$ cat src/rtl/prbs_pkg.sv
// Shared encodings for the PRBS bit checker: pattern select codes, tap positions
// and checker state.
package prbs_pkg;

    typedef enum logic [1:0] {
        SEL_PRBS7     = 2'b00,
        SEL_PRBS15    = 2'b01,
        SEL_PRBS31    = 2'b10,
        SEL_PRBS7_ALT = 2'b11
    } prbs_sel_e;

    typedef enum logic {
        ST_SEARCH = 1'b0,
        ST_LOCKED = 1'b1
    } state_e;

    localparam int REF_W  = 31;
    localparam int FILL_W = 5;

    localparam int TAP7_A  = 7;
    localparam int TAP7_B  = 6;
    localparam int TAP15_A = 15;
    localparam int TAP15_B = 14;
    localparam int TAP31_A = 31;
    localparam int TAP31_B = 28;

    // Pattern order N doubles as the number of bits needed to seed the reference.
    function automatic logic [FILL_W-1:0] prbs_len(input prbs_sel_e sel);
        case (sel)
            SEL_PRBS15: return FILL_W'(TAP15_A);
            SEL_PRBS31: return FILL_W'(TAP31_A);
            default:    return FILL_W'(TAP7_A);
        endcase
    endfunction

endpackage

$ cat src/rtl/prbs_ref_lfsr.sv
// Reference register for the PRBS checker: predicts the next bit from the selected
// taps and either seeds from received data or free-runs on its own prediction.
module prbs_ref_lfsr
    import prbs_pkg::*;
(
    input  logic      clk,
    input  logic      rstn,
    input  logic      shift_en,
    input  logic      seed_mode,
    input  logic      bit_in,
    input  prbs_sel_e sel,
    output logic      pred
);

    logic [REF_W-1:0] ref_q;
    logic [REF_W-1:0] ref_d;
    logic             new_bit;

    always_comb begin
        case (sel)
            SEL_PRBS15: pred = ref_q[TAP15_A-1] ^ ref_q[TAP15_B-1];
            SEL_PRBS31: pred = ref_q[TAP31_A-1] ^ ref_q[TAP31_B-1];
            default:    pred = ref_q[TAP7_A-1]  ^ ref_q[TAP7_B-1];
        endcase
    end

    assign new_bit = seed_mode ? bit_in : pred;
    assign ref_d   = shift_en ? {ref_q[REF_W-2:0], new_bit} : ref_q;

    always_ff @(posedge clk or negedge rstn) begin
        if (!rstn) begin
            ref_q <= '0;
        end else begin
            ref_q <= ref_d;
        end
    end

endmodule

$ cat config.mk
export PLATFORM = sky130hd
export DESIGN_NAME = prbs_ref_lfsr
export DESIGN_NICKNAME = d
export VERILOG_FILES = /design/src/rtl/prbs_pkg.sv /design/src/rtl/prbs_ref_lfsr.sv
export SDC_FILE = /design/constraint.sdc
export NUM_CORES = 1
export LEC_CHECK = 0
export BUFFER_PORTS_ARGS = -buffer_cell sky130_fd_sc_hd__buf_4
export CORE_MARGIN = 4
export CORE_UTILIZATION = 61
export CTS_BUF_LIST = sky130_fd_sc_hd__clkbuf_4
export DETAILED_ROUTE_END_ITERATION = 10
export GPL_ROUTABILITY_DRIVEN = 0
export PLACE_DENSITY = 0.91
export SLEW_MARGIN = 20
export SYNTH_ARGS = -nofsm -noshare
export SYNTH_HDL_FRONTEND = slang
export SYNTH_SLANG_ARGS = --single-unit
export TNS_END_PERCENT = 100
$ cat constraint.sdc
create_clock -name clk -period 1.4 [get_ports clk]
set_input_delay 0.35 -clock clk [delete_from_list [all_inputs] [get_ports clk]]
set_output_delay 0.35 -clock clk [all_outputs]
set_load 0.005 [all_outputs]
==> results of run 1 <==
layout make-up:
type,instances,area [sq um]
clock buffers,6,45.04
multi-input cells,41,437.9
clock inverters,2,7.507
repair buffers,12,92.59
fillers,131,538.0
inverters,3,11.26
well taps,27,33.78
flip-flops and latches,31,775.7
routing by layer:
layer / vias up / routed length, um / track usage, %
met3: 4 / 80 / 8.451
li1: 307 / - / -
met2: 11 / 719 / 21.69
met4: 0 / 48 / 11.49
met1: 320 / 753 / 20.19
met5: - / 0 / 0
timing repair:
item | 4_1_cts | 5_1_grt
hold buffers | 1 | 0
pin swaps | 3 | 1
resized for setup | 0 | 0
hold endpoints to repair | 31 | 0
buffers inserted | 3 | 1
endpoints found under the setup margin | 1 | 2
worst paths after layout:
check / end / slack, ps / cells past startpoint / startpoint
min in group asynchronous: ref_q[26] / 490 / 2 / rstn
worst max-delay path: pred / -300 / 4 / ref_q[14]
worst max register to register: ref_q[0] / -10 / 5 / ref_q[14]
worst min-delay path: ref_q[0] / 260 / 2 / seed_mode
max in group asynchronous: ref_q[11] / 630 / 2 / rstn
worst min register to register: ref_q[12] / 510 / 1 / ref_q[11]
layout by cell type, fill, tap and decap left out:
master,count
xnor2_1,1
o31a_1,1
dfrtp_1,31
mux2_2,30
ha_1,2
nor2b_1,1
inv_1,3
dlygate4sd3_1,1
buf_4,11
clkinv_1,2
nor2_1,1
xor2_1,2
clkbuf_4,6
a21oi_2,1
a221oi_2,1
a31oi_1,1
power by group through the flow:
stage	Clock [mW]	Sequential, mW	Combinational [mW]
global placement	0	1.51	0.610
finish	0.478	1.50	0.692
detailed placement	0	1.54	0.633
CTS	0.501	1.51	0.705
floorplan	0	1.46	0.505
global route	0.540	1.57	0.785
logic make-up (layout without fill, tap and decap cells):
family | after synthesis | count (layout) | share of synthesized area [%]
multiplexers | 30 | 30 | 27.16
buffers and inverters | 7 | 23 | 2.414
XOR/XNOR | 3 | 3 | 2.113
adder cells (fa/ha/maj) | 2 | 2 | 2.012
AND/OR/NAND/NOR | 2 | 2 | 0.8049
flip-flops | 31 | 31 | 62.37
AO/OA/AOI/OAI | 4 | 4 | 3.119
==> key figures, run 1 <==
Floorplan
  – Num ports: 8
  – # rows: 16
  – Starting Density: 64.05%
  – Die W: 53.16 um
  – Die H: 53.16 um
  – Core Region: 1942 sq um
  – Die area: 2825 sq um

Detailed routing
  – Vias/cell: 5.262
  – WL/cell: 13.12 um
  – Drt total wl: 1.601 mm
  – First-pass DRT Iterations: 2
  – Routed Antenna Nets: 0
  – Vias: 642
  – DR iter-0 viols: 4
  – DRC: 0

Clock network
  – Clock latency at the later pin of the worst-skew pair: 320 ps
  – Clock sinks: 31
  – Clock Tree Buf Depth: 2
  – CTS Root Cell: clkbuf_4
  – Cts bufs inserted: 5
  – H-tree lvl count: 2
  – CTS clock-pin slew for the worst setup and hold paths: 90 ps
  – TritonCTS clock tree: built

Worst setup path
  – Worst EP required: 1050 ps
  – CP arrival: 1350 ps
  – Crit-path max FO: 2
  – CP cell instances: xor2_1 -> a221oi_2 -> a21oi_2 -> buf_4
  – CP peak stage delay: 390 ps
  – Slowest-stage cell, CP: dfrtp_1
  – Critical path startpoint category: register
  – Crit path kind: reg2out
  – Buf/Inv on CP: 1
  – Endpoint class of the critical path: output pin
  – Crit path max-delay family: flip-flops

Yosys
  – Mapped Cells: 79
  – Post-synthesis async set-or-reset flop share: 100.0%
  – YS warnings: 0
  – Register area share after synthesis: 62.37%
  – Ys flop type: dfrtp_1
  – Top-area cell type share of the netlist area: 62.37%
  – Biggest area consumer among synthesized cells: dfrtp_1
  – Synth area leaders: dfrtp_1 62%, mux2_2 27%, ha_1 2.0%, xor2_1 1.4%, buf_2 1.2%
  – Synthesized area: 1244 sq um
  – Post-synth EDFFs: 0
  – Post-synthesis area per instance: 15.74 sq um
  – Synth cell count leaders: 31 x dfrtp_1, 30 x mux2_2, 3 x buf_2, 3 x inv_1
  – Synthesis-stage register bit count: 31
  – Count leader, synth: dfrtp_1
  – Synth cell types: 14
  – Syn nets: 88

STA
  – Fin Hold WS: 255.5 ps
  – Fin. Hold Viols: 0
  – Final Max Tran Viols: 0
  – Worst Skew: 10.48 ps
  – Fmax: 0.5899 GHz
  – Max_slew headroom: 74.69%
  – Final setup viols: 2
  – Slack of the critical path: -295.2 ps
  – Final TNS setup: -304.6 ps
  – RSZ-0062 raised after global routing: true
  – Minimum clock period: 1695 ps
  – Crit share post-route: 121.1%
  – Worst-margin pin slew: 379.7 ps

Final layout
  – Max reg flops: 31
  – Design Area, Final: 1404 sq um
  – Area growth syn-to-layout: 12.88%
  – Fraction of layout cells with a size suffix above 1: 51.58%
  – Ant. Diodes: 0
  – Final nets: 103
  – Biggest regs: ref_q: 31 flops
  – Finished Layout Cells: 122
  – Largest Register: ref_q
  – Final core utilization: 72.29%

Global routing
  – Largest net degree at the start of global routing: 34
  – Tot GR Track Use: 16.35%
  – Global-route wire length before repair: 3.056 mm
  – Grt total ovfl: 0
  – Vias in the first global route: 683
  – Initial antenna violation count: 0

Power
  – Tot Pwr: 2.674 mW
  – Int Pwr: 1.978 mW
  – Sequential share of power: 56.2%
  – Psw: 0.6962 mW
  – Sw Share: 26.04%
  – Clock power share: 17.9%
  – Maximum VDD drop: 1.061 mV
  – Logic gate share of total power: 25.9%
  – Cell Pwr Density: 1905 nW/um^2
  – P_leak: 0.6587 nW

Placement
  – Placed Cells: 110
  – Hpwl dp: 1.065 mm
  – Cell Area, Placed: 1319 sq um
  – DP Worst Slack: -143.6 ps
  – Port Buffer Count: 7

Run
  – Maxcap violations: 0

Outcome
  – Status: complete, but fails checks
  – Violated checks: negative setup slack

Worst hold path
  – Worst min-delay path class: in2reg
(Power assumes the default switching activity.)
==> run 2: changes to the inputs <==
PLACE_DENSITY = 0.79   (was 0.91)
REMOVE_ABC_BUFFERS = 1   (was not set)
==> run 2 against run 1 <==
  * The run still ends with negative setup slack left
  * Cell count down 0.82%
  * Global-route usage down 1.8 points
  * Sequential share of layout area up 0.30 points
==> key figures, run 2 (synthesis gave the netlist of run 1 again) <==
Final layout
  – Ant. Diodes: 0 (unchanged)
  – Fraction of layout cells with a size suffix above 1: 51.06% (-0.52 points)
  – Most frequent cells in the layout: 31 x dfrtp_1, 30 x mux2_2, 10 x buf_4
  – Multi-input logic area: 437.9 sq um (unchanged)
  – Biggest regs: ref_q: 31 flops
  – Final nets: 102 (-0.97%)
  – Area growth syn-to-layout: 12.27%
  – Storage cell area: 775.7 sq um (unchanged)
  – Max reg flops: 31 (unchanged)
  – Largest Register: ref_q
  – Fillers: 133 (+1.5%)
  – Design Area, Final: 1396 sq um (-0.53%)
  – Leading cell type in the layout, fill and taps excluded: dfrtp_1
  – Finished Layout Cells: 121 (-0.82%)

STA
  – Final TNS setup: -300.1 ps (+4.588 ps)
  – Minimum clock period: 1700 ps (+4.887 ps)
  – Max_slew headroom: 74.03% (-0.66 points)
  – Fin Hold WS: 270.2 ps (+14.69 ps)
  – Crit share post-route: 121.4% (+0.35 points)
  – Slack of the critical path: -300.1 ps (-4.887 ps)
  – Worst-margin pin slew: 389.6 ps (+9.911 ps)
  – Worst Skew: 5.993 ps (-4.484 ps)
  – Final Max Tran Viols: 0 (unchanged)
  – Fmax: 0.5882 GHz (-0.29%)
  – RSZ-0062 raised after global routing: true
  – Fin. Hold Viols: 0 (unchanged)
  – Final setup viols: 1 (-1)

Detailed routing
  – WL/cell: 14.11 um (+7.5%)
  – Routed Antenna Nets: 0 (unchanged)
  – DR iter-0 viols: 2 (-2)
  – First-pass DRT Iterations: 4 (+2)
  – Drt total wl: 1.707 mm (+6.6%)
  – DRC: 0 (unchanged)
  – Vias: 642 (unchanged)
  – Vias/cell: 5.306 (+0.83%)

Run
  – Maxcap violations: 0 (unchanged)

Clock network
  – H-tree lvl count: 2 (unchanged)
  – Clock latency at the later pin of the worst-skew pair: 320 ps (about the same)
  – CTS Root Cell: clkbuf_4
  – Clock sinks: 31 (unchanged)
  – Clock Tree Buf Depth: 2 (unchanged)
  – Cts bufs inserted: 5 (unchanged)
  – TritonCTS clock tree: built
  – CTS clock-pin slew for the worst setup and hold paths: 90 ps (about the same)

Worst setup path
  – Endpoint class of the critical path: output pin
  – Crit-path max FO: 3 (+1)
  – Worst EP required: 1050 ps (about the same)
  – Critical path startpoint category: register
  – Crit path kind: reg2out
  – CP arrival: 1350 ps (about the same)

Power
  – Cell Pwr Density: 1924 nW/um^2 (+1.0%)
  – Maximum VDD drop: 1.097 mV (+3.4%)
  – P_leak: 0.6538 nW (-0.75%)

Floorplan
  – Num ports: 8 (unchanged)
  – Die H: 53.16 um (unchanged)
  – Die W: 53.16 um (unchanged)
  – Die area: 2825 sq um (unchanged)
  – # rows: 16 (unchanged)
  – Core Region: 1942 sq um (unchanged)
  – Starting Density: 64.05% (unchanged)

Global routing
  – Global-route wire length before repair: 2.732 mm (-11%)
  – Tot GR Track Use: 14.59% (-1.8 points)
  – Vias in the first global route: 650 (-4.8%)
  – Grt total ovfl: 0 (unchanged)
  – Initial antenna violation count: 0 (unchanged)
  – Largest net degree at the start of global routing: 34 (unchanged)

Outcome
  – Status: complete, but fails checks
  – Violated checks: negative setup slack

Placement
  – Port Buffer Count: 7 (unchanged)
  – DP Worst Slack: -139.3 ps (+4.297 ps)
  – Placed Cells: 110 (unchanged)
  – Cell Area, Placed: 1319 sq um (unchanged)
  – Hpwl dp: 1.099 mm (+3.2%)

Worst hold path
  – Worst min-delay path class: in2reg
## run 2: cell count changes in the layout (fill, tap and decap cells not counted)
cell and change:
buf_4 -1
## run 2: power breakdown
| part | internal, mW | switching (mW) |
|---|---|---|
| clock network | 0.205 | 0.282 |
| logic | 0.458 | 0.225 |
| registers | 1.30 | 0.218 |
| total | 1.96 | 0.726 |
## run 2: area by class of cell
type / count / share of cell area [%]
clock buffers: 6 / 3.226
clock inverters: 2 / 0.5376
inverters: 3 / 0.8065
multi-input cells: 41 / 31.36
flip-flops and latches: 31 / 55.56
well taps: 27 / 2.419
repair buffers: 11 / 6.093
## run 2: final timing paths
path / slack [ps] / cells after the start / start / endpoint
hold / removal: 270 / 2 / seed_mode / ref_q[0]
hold reg to reg: 510 / 1 / ref_q[1] / ref_q[2]
setup / recovery: -300 / 4 / ref_q[27] / pred
max in group asynchronous: 650 / 2 / rstn / ref_q[7]
min in group asynchronous: 470 / 2 / rstn / ref_q[26]
setup reg to reg: 130 / 4 / ref_q[27] / ref_q[0]
## run 2: what timing repair did
action / in CTS / in global routing
hold buffers: 1 / 0
resized for setup: 0 / 0
pin swaps: 1 / 0
buffers inserted: 2 / 0
endpoints found under the hold margin: 31 / 0
endpoints found under the setup margin: 1 / 1
## run 2: worst max-delay path, stage by stage (launching register included)
cell      delay, ps
dfrtp_1         410
xor2_1          180
a221oi_2        240
a21oi_2          60
buf_4           140
## run 2: through the flow
| stage | util (%) | total power [mW] |
|---|---|---|
| 6_report | 71.91 | 2.687 |
| 3_3_place_gp | 67.91 | 2.118 |
| 5_1_grt | 71.91 | 2.854 |
| 4_1_cts | 71.91 | 2.714 |
| 3_5_place_dp | 67.91 | 2.190 |
| 2_1_floorplan | - | 1.954 |
## run 2: routing by layer
metal	wire length (um)	track usage [%]
met2	792	22.93
met3	98	5.070
met4	55	11.49
met1	761	15.88
met5	0	0
==> run 3: changes to the inputs <==
BUFFER_PORTS_ARGS = not set   (was -buffer_cell sky130_fd_sc_hd__buf_4)
CORE_MARGIN = 10   (was 4)
CORE_UTILIZATION = 64   (was 61)
DONT_BUFFER_PORTS = 1   (was not set)
==> run 3 against run 2 <==
  * The run still ends with negative setup slack left
  * Maximum frequency up 7.2%
  * Routed wire length fell by 4.6%
  * Register-to-register slack worse by 40 ps
  * Clock power up 4%
  * Clock skew decreased by 1.0 ps
  * Sequential share of layout area increased by 1.2 points
  * First-iteration DRC count rose to 13 times the previous value
  * Setup slack better by 110 ps
  * Sequential cell count is the same
  * Count of clock-buffer cells in the layout is 1 higher
  * Power is 1.6% lower
  * Global-route usage decreased by 5.3 points
  * Critical path type unchanged
==> key figures, run 3 (synthesis gave the netlist of run 1 again) <==
Worst setup path
  – Worst r2r src: ref_q[13]
  – Crit path max-delay family: flip-flops
  – Buf/Inv on CP: 0 (-1)
  – Reg2reg path depth: 4 (unchanged)
  – CP arrival: 1240 ps (-110 ps)
  – Stages on worst setup path: 3 (-1)
  – CP peak stage delay: 400 ps (about the same)
  – R2R setup slack: 90 ps (-40 ps)
  – Critical path startpoint category: register
  – Worst EP required: 1050 ps (about the same)
  – Critical Path Source: ref_q[13]
  – Endpoint class of the critical path: output pin
  – CP cell instances: xor2_1 -> a221oi_2 -> a21oi_2
  – Reg2reg end: ref_q[0]
  – Slowest-stage cell, CP: dfrtp_1
  – Crit path kind: reg2out
  – Crit-path max FO: 2 (-1)

Floorplan
  – Die H: 64.08 um (+21%)
  – Die area: 4106 sq um (+45%)
  – # rows: 15 (-1)
  – Num ports: 8 (unchanged)
  – Starting Density: 69.75% (+5.7 points)
  – Die W: 64.08 um (+21%)
  – Core Region: 1783 sq um (-8.2%)

Power
  – Cell Pwr Density: 1935 nW/um^2 (+0.57%)
  – P_leak: 0.6352 nW (-2.8%)
  – Maximum VDD drop: 1.328 mV (+21%)
  – Logic gate share of total power: 23.9% (-1.5 points)
  – Clock power share: 19.2% (+1.1 points)
  – Psw: 0.6782 mW (-6.6%)
  – Int Pwr: 1.966 mW (+0.24%)
  – Sequential share of power: 56.9% (+0.5 points)
  – Sw Share: 25.65% (-1.4 points)

Final layout
  – Finished Layout Cells: 113 (-6.6%)
  – Most frequent cells in the layout: 31 x dfrtp_1, 30 x mux2_2, 7 x clkbuf_4
  – Fillers: 104 (-22%)
  – Leading cell type in the layout, fill and taps excluded: dfrtp_1
  – Ant. Diodes: 0 (unchanged)
  – Largest Register: ref_q
  – Fraction of layout cells with a size suffix above 1: 50.00% (-1.1 points)
  – Area growth syn-to-layout: 9.859%
  – Max reg flops: 31 (unchanged)
  – Final nets: 96 (-5.9%)
  – Biggest regs: ref_q: 31 flops

Detailed routing
  – Vias: 621 (-3.3%)
  – First-pass DRT Iterations: 2 (-2)
  – DR iter-0 viols: 25 (+23)
  – Routed Antenna Nets: 0 (unchanged)
  – Vias/cell: 5.496 (+3.6%)
  – WL/cell: 14.41 um (+2.1%)
  – DRC: 0 (unchanged)
  – Drt total wl: 1.628 mm (-4.6%)

Clock network
  – Clock sinks: 31 (unchanged)
  – Resized cells post-CTS: 0 (unchanged)
  – Cts bufs inserted: 5 (unchanged)
  – CTS Root Cell: clkbuf_4
  – Clock latency at the later pin of the worst-skew pair: 320 ps (about the same)
  – CTS clock-pin slew for the worst setup and hold paths: 80 ps (about the same)
  – TritonCTS clock tree: built
  – H-tree lvl count: 2 (unchanged)
  – Clock Tree Buf Depth: 2 (unchanged)

Outcome
  – Violated checks: negative setup slack
  – Status: complete, but fails checks

Global routing
  – Tot GR Track Use: 9.337% (-5.3 points)
  – Initial antenna violation count: 0 (unchanged)
  – Global-route wire length before repair: 2.973 mm (+8.8%)
  – Largest net degree at the start of global routing: 34 (unchanged)
  – Vias in the first global route: 685 (+5.4%)
  – Grt total ovfl: 0 (unchanged)

STA
  – Max_slew headroom: 86.82% (+13 points)
  – Fin. Hold Viols: 0 (unchanged)
  – Worst Skew: 4.956 ps (-1.038 ps)
  – Crit share post-route: 113.3% (-8.1 points)
  – Worst-margin pin slew: 196.3 ps (-193.3 ps)
  – Minimum clock period: 1586 ps (-113.6 ps)
  – Fmax: 0.6304 GHz (+7.2%)
  – Final Max Tran Viols: 0 (unchanged)
  – Final TNS setup: -186.4 ps (+113.6 ps)
  – Slack of the critical path: -186.4 ps (+113.6 ps)
  – Final setup viols: 1 (unchanged)
  – RSZ-0062 raised after global routing: true
  – Fin Hold WS: 179.2 ps (-90.94 ps)

Worst hold path
  – Hold Path End: ref_q[0]
  – Hold Path Stages: 1 (-1)
  – Beginning of the worst hold path: seed_mode
  – Worst min-delay path class: in2reg

Placement
  – Placed Cells: 100 (-9.1%)
  – Hpwl dp: 1.012 mm (-8.0%)
  – Port Buffer Count: 0 (-7)

Run
  – Maxcap violations: 0 (unchanged)
[run 3: worst max path at each step]
stage | endpoint | slack, ps
floorplan | ref_q[0] | 80
global placement | ref_q[0] | 50
detailed placement | ref_q[0] | 20
CTS | pred | -200
global route | pred | -240
finish | pred | -190
[run 3: power by group through the flow]
stage                     sequential (mW)  clock [mW]  combinational, mW
after detailed placement             1.54           0              0.547
after global routing                 1.57       0.576              0.705
final                                1.50       0.507              0.632
after global placement               1.51           0              0.521
after CTS                            1.51       0.529              0.623
after floorplan                      1.46           0              0.489
[run 3: area by class of cell]
type / count / area, sq um / area share (%)
multi-input combinational: 41 / 437.9 / 32.05
inverter: 3 / 11.26 / 0.8242
timing repair buffer: 5 / 52.55 / 3.846
tap: 25 / 31.28 / 2.289
clock inverter: 1 / 5.005 / 0.3663
clock buffer: 7 / 52.55 / 3.846
sequential: 31 / 775.7 / 56.78
[run 3: through the flow]
stage	cell area, sq um	worst slack (ps)	power, mW	util (%)
after floorplan	1225	75.33	1.954	-
after CTS	1359	-199.6	2.665	76.21
final	1366	-186.4	2.644	76.63
after global routing	1366	-245.0	2.847	76.63
after global placement	1256	53.60	2.035	70.46
after detailed placement	1256	17.94	2.085	70.46
[run 3: what timing repair did]
| item | 4_1_cts | 5_1_grt |
|---|---|---|
| endpoints found under the setup margin | 1 | 1 |
| buffers inserted | 2 | 1 |
| pin swaps | 1 | 0 |
| endpoints found under the hold margin | 31 | 0 |
| hold buffers | 2 | 0 |
[run 3: metal layers]
layer	track usage [%]	vias to the layer above	part of all wire, %
li1	-	289	-
met1	10.11	311	45
met2	13.68	13	43
met3	4.530	8	8.2
met4	7.377	0	3.7
met5	0	-	0
